--- config.mk ---
export PLATFORM = sky130hd
export DESIGN_NAME = pipeline_mem_stage
export DESIGN_NICKNAME = d
export VERILOG_FILES = /design/src/rtl/pipeline_mem_stage.sv
export SDC_FILE = /design/constraint.sdc
export NUM_CORES = 1
export LEC_CHECK = 0
export CAP_MARGIN = 5
export CORE_AREA = 2 2 236 238
export CTS_CLUSTER_SIZE = 20
export DETAILED_ROUTE_END_ITERATION = 8
export DIE_AREA = 0 0 238 240
export HOLD_SLACK_MARGIN = 0.05
export PLACE_DENSITY = 0.77
export SETUP_SLACK_MARGIN = 0.3
export SYNTH_ARGS = -nofsm -noshare
export SYNTH_HDL_FRONTEND = slang
export SYNTH_SLANG_ARGS = --single-unit
--- constraint.sdc ---
create_clock -name clk -period 8.95 [get_ports clk]
set_clock_uncertainty 0.05 [all_clocks]
set_input_delay 1.79 -clock clk [delete_from_list [all_inputs] [get_ports clk]]
set_output_delay 1.79 -clock clk [all_outputs]
set_load 0.1 [all_outputs]
--- src/rtl/pipeline_mem_stage.sv ---
// Memory-access stage of the 5-stage RV64 pipeline.
// Registers the EX bundle, runs loads/stores over a req/ack data-memory port,
// lane-aligns store data, extends load data and stalls upstream while an access
// is outstanding.
// Optional build macro: MISALIGN_TRAP_EN -- misaligned accesses are not issued and
// are flagged on misalign_MEM; without it the offset is masked to natural alignment.
module pipeline_mem_stage #(
    parameter int unsigned XLEN         = 64,
    parameter int unsigned DMEM_TIMEOUT = 0
) (
    input  logic            clk,
    input  logic            reset,
    input  logic            valid_EX,
    input  logic [XLEN-1:0] alu_result_EX,
    input  logic [XLEN-1:0] rs2_data_EX,
    input  logic [4:0]      rd_EX,
    input  logic            reg_write_EX,
    input  logic [1:0]      rf_wr_sel_EX,
    input  logic            mem_read_EX,
    input  logic            mem_write_EX,
    input  logic [2:0]      funct3_EX,
    input  logic [XLEN-1:0] pc_EX,
    output logic            stall_MEM,
    output logic            dmem_req,
    output logic            dmem_we,
    output logic [XLEN-1:0] dmem_addr,
    output logic [XLEN-1:0] dmem_wdata,
    output logic [7:0]      dmem_wstrb,
    input  logic [XLEN-1:0] dmem_rdata,
    input  logic            dmem_ack,
    output logic [XLEN-1:0] alu_result_MEM,
    output logic [XLEN-1:0] mem_data_MEM,
    output logic [4:0]      rd_MEM,
    output logic            reg_write_MEM,
    output logic [1:0]      rf_wr_sel_MEM,
    output logic [XLEN-1:0] pc_MEM,
    output logic            dmem_err_MEM
`ifdef MISALIGN_TRAP_EN
    ,
    output logic            misalign_MEM
`endif
);

    typedef enum logic [0:0] {StIdle, StAccess} state_e;

    state_e          state_q;
    // An instruction accepted on a completion edge waits here one cycle.
    logic            pend_q;
    logic [XLEN-1:0] hold_alu_q, hold_rs2_q, hold_pc_q;
    logic [4:0]      hold_rd_q;
    logic            hold_reg_write_q, hold_read_q, hold_write_q;
    logic [1:0]      hold_rf_wr_sel_q;
    logic [2:0]      hold_funct3_q;
    logic [2:0]      hold_off_q;
    logic [31:0]     tmo_cnt_q;

    logic            in_valid, in_mem, trap, timeout_hit, done;
    logic [XLEN-1:0] in_alu, in_rs2, in_pc;
    logic [4:0]      in_rd;
    logic            in_reg_write, in_read, in_write;
    logic [1:0]      in_rf_wr_sel;
    logic [2:0]      in_funct3, off_mask, off_m;
    logic [7:0]      in_strb;
    logic [XLEN-1:0] in_wdata, ld_shift, ld_data;

    assign timeout_hit = (DMEM_TIMEOUT != 0) && (tmo_cnt_q == DMEM_TIMEOUT - 1);
    assign done        = (state_q == StAccess) && (dmem_ack || timeout_hit);
    assign stall_MEM   = ((state_q == StAccess) && !done) || pend_q;
    assign in_valid    = (state_q == StIdle) && (pend_q || valid_EX);
    assign in_mem      = in_read || in_write;

    // Select the instruction entering the stage: the parked one has priority.
    always_comb begin
        if (pend_q) begin
            in_alu       = hold_alu_q;
            in_rs2       = hold_rs2_q;
            in_pc        = hold_pc_q;
            in_rd        = hold_rd_q;
            in_reg_write = hold_reg_write_q;
            in_rf_wr_sel = hold_rf_wr_sel_q;
            in_read      = hold_read_q;
            in_write     = hold_write_q;
            in_funct3    = hold_funct3_q;
        end else begin
            in_alu       = alu_result_EX;
            in_rs2       = rs2_data_EX;
            in_pc        = pc_EX;
            in_rd        = rd_EX;
            in_reg_write = reg_write_EX;
            in_rf_wr_sel = rf_wr_sel_EX;
            in_read      = mem_read_EX;
            in_write     = mem_write_EX;
            in_funct3    = funct3_EX;
        end
    end

    // Byte offset, alignment mask, store strobes and lane-shifted store data.
    always_comb begin
        off_mask = 3'b111;
        in_strb  = 8'h00;
        unique case (in_funct3[1:0])
            2'b00: off_mask = 3'b111;
            2'b01: off_mask = 3'b110;
            2'b10: off_mask = 3'b100;
            2'b11: off_mask = 3'b000;
        endcase
        off_m = in_alu[2:0] & off_mask;
        unique case (in_funct3[1:0])
            2'b00: in_strb = 8'h01 << off_m;
            2'b01: in_strb = 8'h03 << off_m;
            2'b10: in_strb = 8'h0F << off_m;
            2'b11: in_strb = 8'hFF;
        endcase
        if (in_funct3[1:0] == 2'b00) begin
            in_wdata = {(XLEN/8){in_rs2[7:0]}};
        end else begin
            in_wdata = in_rs2 << {off_m, 3'b000};
        end
`ifdef MISALIGN_TRAP_EN
        trap = in_mem && ((in_alu[2:0] & ~off_mask) != 3'b000);
`else
        trap = 1'b0;
`endif
    end

    // Extract the addressed lanes of the read data and extend per funct3.
    always_comb begin
        ld_shift = dmem_rdata >> {hold_off_q, 3'b000};
        case (hold_funct3_q)
            3'b000:  ld_data = {{(XLEN-8){ld_shift[7]}}, ld_shift[7:0]};
            3'b001:  ld_data = {{(XLEN-16){ld_shift[15]}}, ld_shift[15:0]};
            3'b010:  ld_data = {{(XLEN-32){ld_shift[31]}}, ld_shift[31:0]};
            3'b011:  ld_data = ld_shift;
            3'b100:  ld_data = {{(XLEN-8){1'b0}}, ld_shift[7:0]};
            3'b101:  ld_data = {{(XLEN-16){1'b0}}, ld_shift[15:0]};
            3'b110:  ld_data = {{(XLEN-32){1'b0}}, ld_shift[31:0]};
            default: ld_data = '0;
        endcase
    end

    // FSM, holding registers, memory port and write-back outputs.
    always_ff @(posedge clk) begin
        if (reset) begin
            state_q          <= StIdle;
            pend_q           <= 1'b0;
            hold_alu_q       <= '0;
            hold_rs2_q       <= '0;
            hold_pc_q        <= '0;
            hold_rd_q        <= '0;
            hold_reg_write_q <= 1'b0;
            hold_rf_wr_sel_q <= '0;
            hold_read_q      <= 1'b0;
            hold_write_q     <= 1'b0;
            hold_funct3_q    <= '0;
            hold_off_q       <= '0;
            tmo_cnt_q        <= '0;
            dmem_req         <= 1'b0;
            dmem_we          <= 1'b0;
            dmem_addr        <= '0;
            dmem_wdata       <= '0;
            dmem_wstrb       <= '0;
            alu_result_MEM   <= '0;
            mem_data_MEM     <= '0;
            rd_MEM           <= '0;
            reg_write_MEM    <= 1'b0;
            rf_wr_sel_MEM    <= '0;
            pc_MEM           <= '0;
            dmem_err_MEM     <= 1'b0;
`ifdef MISALIGN_TRAP_EN
            misalign_MEM     <= 1'b0;
`endif
        end else begin
            reg_write_MEM <= 1'b0;
            dmem_err_MEM  <= 1'b0;
`ifdef MISALIGN_TRAP_EN
            misalign_MEM  <= 1'b0;
`endif
            unique case (state_q)
                StIdle: begin
                    if (in_valid) begin
                        pend_q           <= 1'b0;
                        hold_alu_q       <= in_alu;
                        hold_rs2_q       <= in_rs2;
                        hold_pc_q        <= in_pc;
                        hold_rd_q        <= in_rd;
                        hold_reg_write_q <= in_reg_write;
                        hold_rf_wr_sel_q <= in_rf_wr_sel;
                        hold_read_q      <= in_read;
                        hold_write_q     <= in_write;
                        hold_funct3_q    <= in_funct3;
                        hold_off_q       <= off_m;
                        if (in_mem && !trap) begin
                            state_q    <= StAccess;
                            tmo_cnt_q  <= '0;
                            dmem_req   <= 1'b1;
                            // Read wins when both read and write are set.
                            dmem_we    <= in_write && !in_read;
                            dmem_addr  <= {in_alu[XLEN-1:3], 3'b000};
                            dmem_wdata <= in_read ? '0 : in_wdata;
                            dmem_wstrb <= in_read ? 8'h00 : in_strb;
                        end else begin
                            alu_result_MEM <= in_alu;
                            rd_MEM         <= in_rd;
                            rf_wr_sel_MEM  <= in_rf_wr_sel;
                            pc_MEM         <= in_pc;
                            reg_write_MEM  <= in_reg_write && !trap;
`ifdef MISALIGN_TRAP_EN
                            misalign_MEM   <= trap;
`endif
                        end
                    end
                end
                StAccess: begin
                    tmo_cnt_q <= tmo_cnt_q + 32'd1;
                    if (done) begin
                        state_q  <= StIdle;
                        dmem_req <= 1'b0;
                        dmem_we  <= 1'b0;
                        pc_MEM   <= hold_pc_q;
                        // Ack wins over a simultaneous timeout.
                        if (dmem_ack) begin
                            alu_result_MEM <= hold_alu_q;
                            rd_MEM         <= hold_rd_q;
                            rf_wr_sel_MEM  <= hold_rf_wr_sel_q;
                            reg_write_MEM  <= hold_reg_write_q;
                            if (hold_read_q) mem_data_MEM <= ld_data;
                        end else begin
                            dmem_err_MEM <= 1'b1;
                        end
                        // Upstream advances this edge, so park the EX bundle.
                        if (valid_EX) begin
                            pend_q           <= 1'b1;
                            hold_alu_q       <= alu_result_EX;
                            hold_rs2_q       <= rs2_data_EX;
                            hold_pc_q        <= pc_EX;
                            hold_rd_q        <= rd_EX;
                            hold_reg_write_q <= reg_write_EX;
                            hold_rf_wr_sel_q <= rf_wr_sel_EX;
                            hold_read_q      <= mem_read_EX;
                            hold_write_q     <= mem_write_EX;
                            hold_funct3_q    <= funct3_EX;
                        end
                    end
                end
                default: state_q <= StIdle;
            endcase
        end
    end

endmodule

==> parameters.txt <==
Parameter                              Value

Pwr
  Relative contribution of combinational cells to total power ... between 20 and 30%
  Power density over the cells ... between 200 and 250 mW/mm2
  Clock Power Share ... 34.5%
  Internal power contribution ... 4.55 mW
  Net switching power ... around 2.5 mW
  VDD IR max ... 0.155 mV
  Fraction of power spent switching nets ... between 30% and 40%
  Total leakage power ... between 10 and 15 nW
  Power share of the sequential group ... slightly below 40%

Die
  Die W ... 238 um
  DIE AREA ... around 0.057 mm2
  Number of placement rows ... between 80 and 90
  Vertical die dimension ... approximately 240 um
  Boundary Pins ... roughly 610
  Initial cell density of the core ... a little under half
  Core outline area ... 0.0547 mm2

Final layout
  Final non-filler cell area ... ~0.034 mm2
  Area added between synthesis and finish ... 30.9%
  Filler Cell Count ... between 4000 and 5000
  Share of post-route cells with drive strength above 1 ... ~6.6%
  Layout net count ... between 3000 and 4000
  Sequential cell area in the final layout ... 0.0109 mm2
  Most frequent standard cell in the layout excluding fill and tap cells ... nand2_1
  Area used by multi-input combinational logic ... between 0.01 and 0.015 mm2
  Leading cell types in the layout, fill and taps excluded ... nand2_1, clkdlybuf4s50_1, dfxtp_1

Timing
  Clock period minus final worst setup slack ... 5.58 ns
  Timing-limited maximum frequency ... between 0.15 and 0.2 GHz
  Total of endpoints with negative setup slack in the final report ... 0
  Setup TNS after final layout ... 0 ns
  RSZ-0062 raised after global routing ... no
  Slew at the pin with the worst max-slew slack ... about 1.3 ns
  Final number of hold-violating endpoints ... 0
  Relative slew slack ... ~16%
  Slew Viols, Final ... 0
  Final clock period utilization by the worst path ... 62.4%

Synth
  Mean instance size in the synthesized netlist ... roughly 8.3 um2
  Cell Area, Synth ... about 0.026 mm2
  Largest area contributor in the synthesized netlist ... dfxtp_1
  Main synth FF type ... dfxtp_1
  Synth top area cells ... dfxtp_1, nand2_1, mux2i_1, mux4_2, a21oi_1
  Flops & latches, synth ... 546
  Distinct cell type count of the synthesized netlist ... 69
  Ys Warns ... 0
  Post-synth top area share ... between 40% and 50%
  Async SR Flop Fraction ... 0%
  Post-Synthesis Cells ... 3138
  Number of synthesized flops with an enable pin ... 0
  Seq/Total Area, Yosys ... between 40% and 50%

Routing
  Post-detailed-routing wire length ... around 100000 um
  DRC violations left ... 0
  Routed via count divided by cell count ... roughly 6
  Number of design-rule violations left by the first detailed-router iteration ... 2818
  Vias after detailed routing ... between 20000 and 30000
  Count of nets left with antenna violations after detail routing ... 0
  Length of the first detailed-routing pass in iterations ... 6
  Wire length per cell after detailed routing ... 22.6 um

GRT
  Via count of the first global-routing pass ... 23700
  Maximum number of pins on one net before global-route repair ... 230
  GRT overflow ... 0
  Initial antenna violation count ... 5
  First-pass GRT wire length ... around 140000 um
  Combined global-route utilization of all metal layers ... between 30% and 40%

Place
  Post-detailed-placement cell area ... 0.0321 mm2
  GPL Wtd Cong ... between 1 and 1.5
  Count of port buffers added during placement ... roughly 610
  Half-perimeter wire length after placement ... roughly 66000 um

Critical path
  CP Launch Type ... primary input
  Source of the worst register-to-register timing path ... pend_q
  Required time worst endpoint ... about 7.1 ns
  Crit Reg-Reg Endpoint ... dmem_wdata[63]
  Critical Path End Type ... output port
  Critical path fanouts, max ... 4
  Worst path arrival time ... around 3.7 ns
  Register-to-register setup slack ... around 4.4 ns
  Worst r2r path cells ... 8
  Classification of the worst setup path ... primary input to output port

Clocking
  Maximum level of the CTS H-tree ... 2
  Deepest clock path buffer count ... 3
  Clock input transition at the sequential cells of the worst setup and hold paths ... 0.06 ns
  # hold bufs at CTS ... 0
  Clk_lat worst skew ... 0.63 ns
  Number of cells upsized or downsized after cts ... 0
  Total setup buffers inserted after CTS ... 0
  Num CTS Buffers ... 58
  CTS tree ... done
  Sink Count ... between 500 and 600
  Root Driver ... clkbuf_16

Min path
  Min-delay worst type ... flop to flop
  Min-Delay Startpoint ... mem_data_MEM[38]
  Number of cells on the worst hold path ... 2
  Hold Path End ... mem_data_MEM[38]

Run
  Max-capacitance violation count ... 0

Status
  Result of the run ... complete, no violations
-- logic make-up after synthesis --
kind of cell | share of synthesized area, %
simple gates | 16.6
compound gates | 22.7
flops | 42.0
buf+inv | 4.87
mux | 13.5
fa+ha+maj | 0.241
other cells | 0.0144
-- stage by stage --
step | util [%] | cells | hold WS [ns] | setup WS (ns) | total power [mW]
5_1_grt | 62.3 | 4297 | 0.407 | 3.31 | 7.27
6_report | 62.3 | 4298 | 0.387 | 3.37 | 7.04
3_5_place_dp | 58.8 | 4190 | 0.380 | 3.02 | 4.64
3_3_place_gp | 58.8 | 4190 | 0.373 | 3.10 | 4.62
4_1_cts | 62.3 | 4296 | 0.388 | 3.38 | 7.05
2_1_floorplan | - | 3141 | 0.383 | 4.47 | 4.06
-- power by group through the flow --
stage                     combinational [mW]  clock (mW)  sequential, mW
after floorplan                        0.642           0            3.42
after global placement                  1.87           0            2.75
after detailed placement                1.88           0            2.76
after CTS                               1.89        2.46            2.70
after global routing                    2.00        2.55            2.72
final                                   1.90        2.43            2.71
-- area by class of cell --
type / count / area share (%)
diodes: 2 / 0.0147
clock buffers: 91 / 5.10
multi-input cells: 2294 / 40.8
clock inverters: 15 / 0.522
repair buffers: 640 / 18.8
well taps: 704 / 2.59
inverters: 6 / 0.0661
flip-flops and latches: 546 / 32.1
-- cell usage after synthesis, types with 5 or more instances --
cell type  number
o22ai_1         7
a221oi_1       15
a31oi_1         5
nand2b_1        8
nor2b_1         5
a22o_1         21
and2_1          6
mux2_2         25
mux4_2         65
inv_1           5
nand4_1         5
o21ai_0       186
o211ai_1       23
a2bb2oi_1      13
o21a_1         22
o21ai_1        33
clkbuf_1      217
nor2_1        284
buf_1          18
ha_1            5
a311oi_1      143
dfxtp_1       546
nor3_1         10
nand3_1        21
buf_2          47
buf_4           5
a22oi_1        26
buf_6           8
a21oi_1       289
mux2i_1       175
nand2_1       730
and3_1         12
a211oi_1       94
-- critical path, stage by stage --
cell and delay, ns:
clkdlybuf4s50_1 0.51, nand2b_1 0.21, nand2b_1 0.11, clkdlybuf4s50_1 1.13
-- flip-flops by register name (all words and copies together), names as in the netlist, 2 cells and up --
name	count
hold_rd_q	5
hold_off_q	3
hold_funct3_q	3
rd_MEM	5
dmem_addr	61
hold_pc_q	64
dmem_wdata	64
pc_MEM	64
hold_alu_q	64
hold_rs2_q	64
rf_wr_sel_MEM	2
mem_data_MEM	64
alu_result_MEM	64
hold_rf_wr_sel_q	2
dmem_wstrb	8
-- how the worst max path moves through the flow --
stage | cells after the start | to | start
3_3_place_gp | 9 | dmem_wdata[63] | funct3_EX[0]
5_1_grt | 4 | stall_MEM | dmem_ack
3_5_place_dp | 9 | dmem_wdata[63] | funct3_EX[0]
2_1_floorplan | 2 | stall_MEM | dmem_ack
6_report | 4 | stall_MEM | dmem_ack
4_1_cts | 4 | stall_MEM | dmem_ack
-- metal layers --
metal / up-vias / track usage [%] / share of wire, %
li1: 12000 / - / -
met1: 12300 / 42.0 / 40
met2: 1290 / 49.6 / 44
met3: 259 / 10.1 / 11
met4: 8 / 15.9 / 5.3
met5: - / 0 / 0.042
Power figures use the tool's default switching activity.
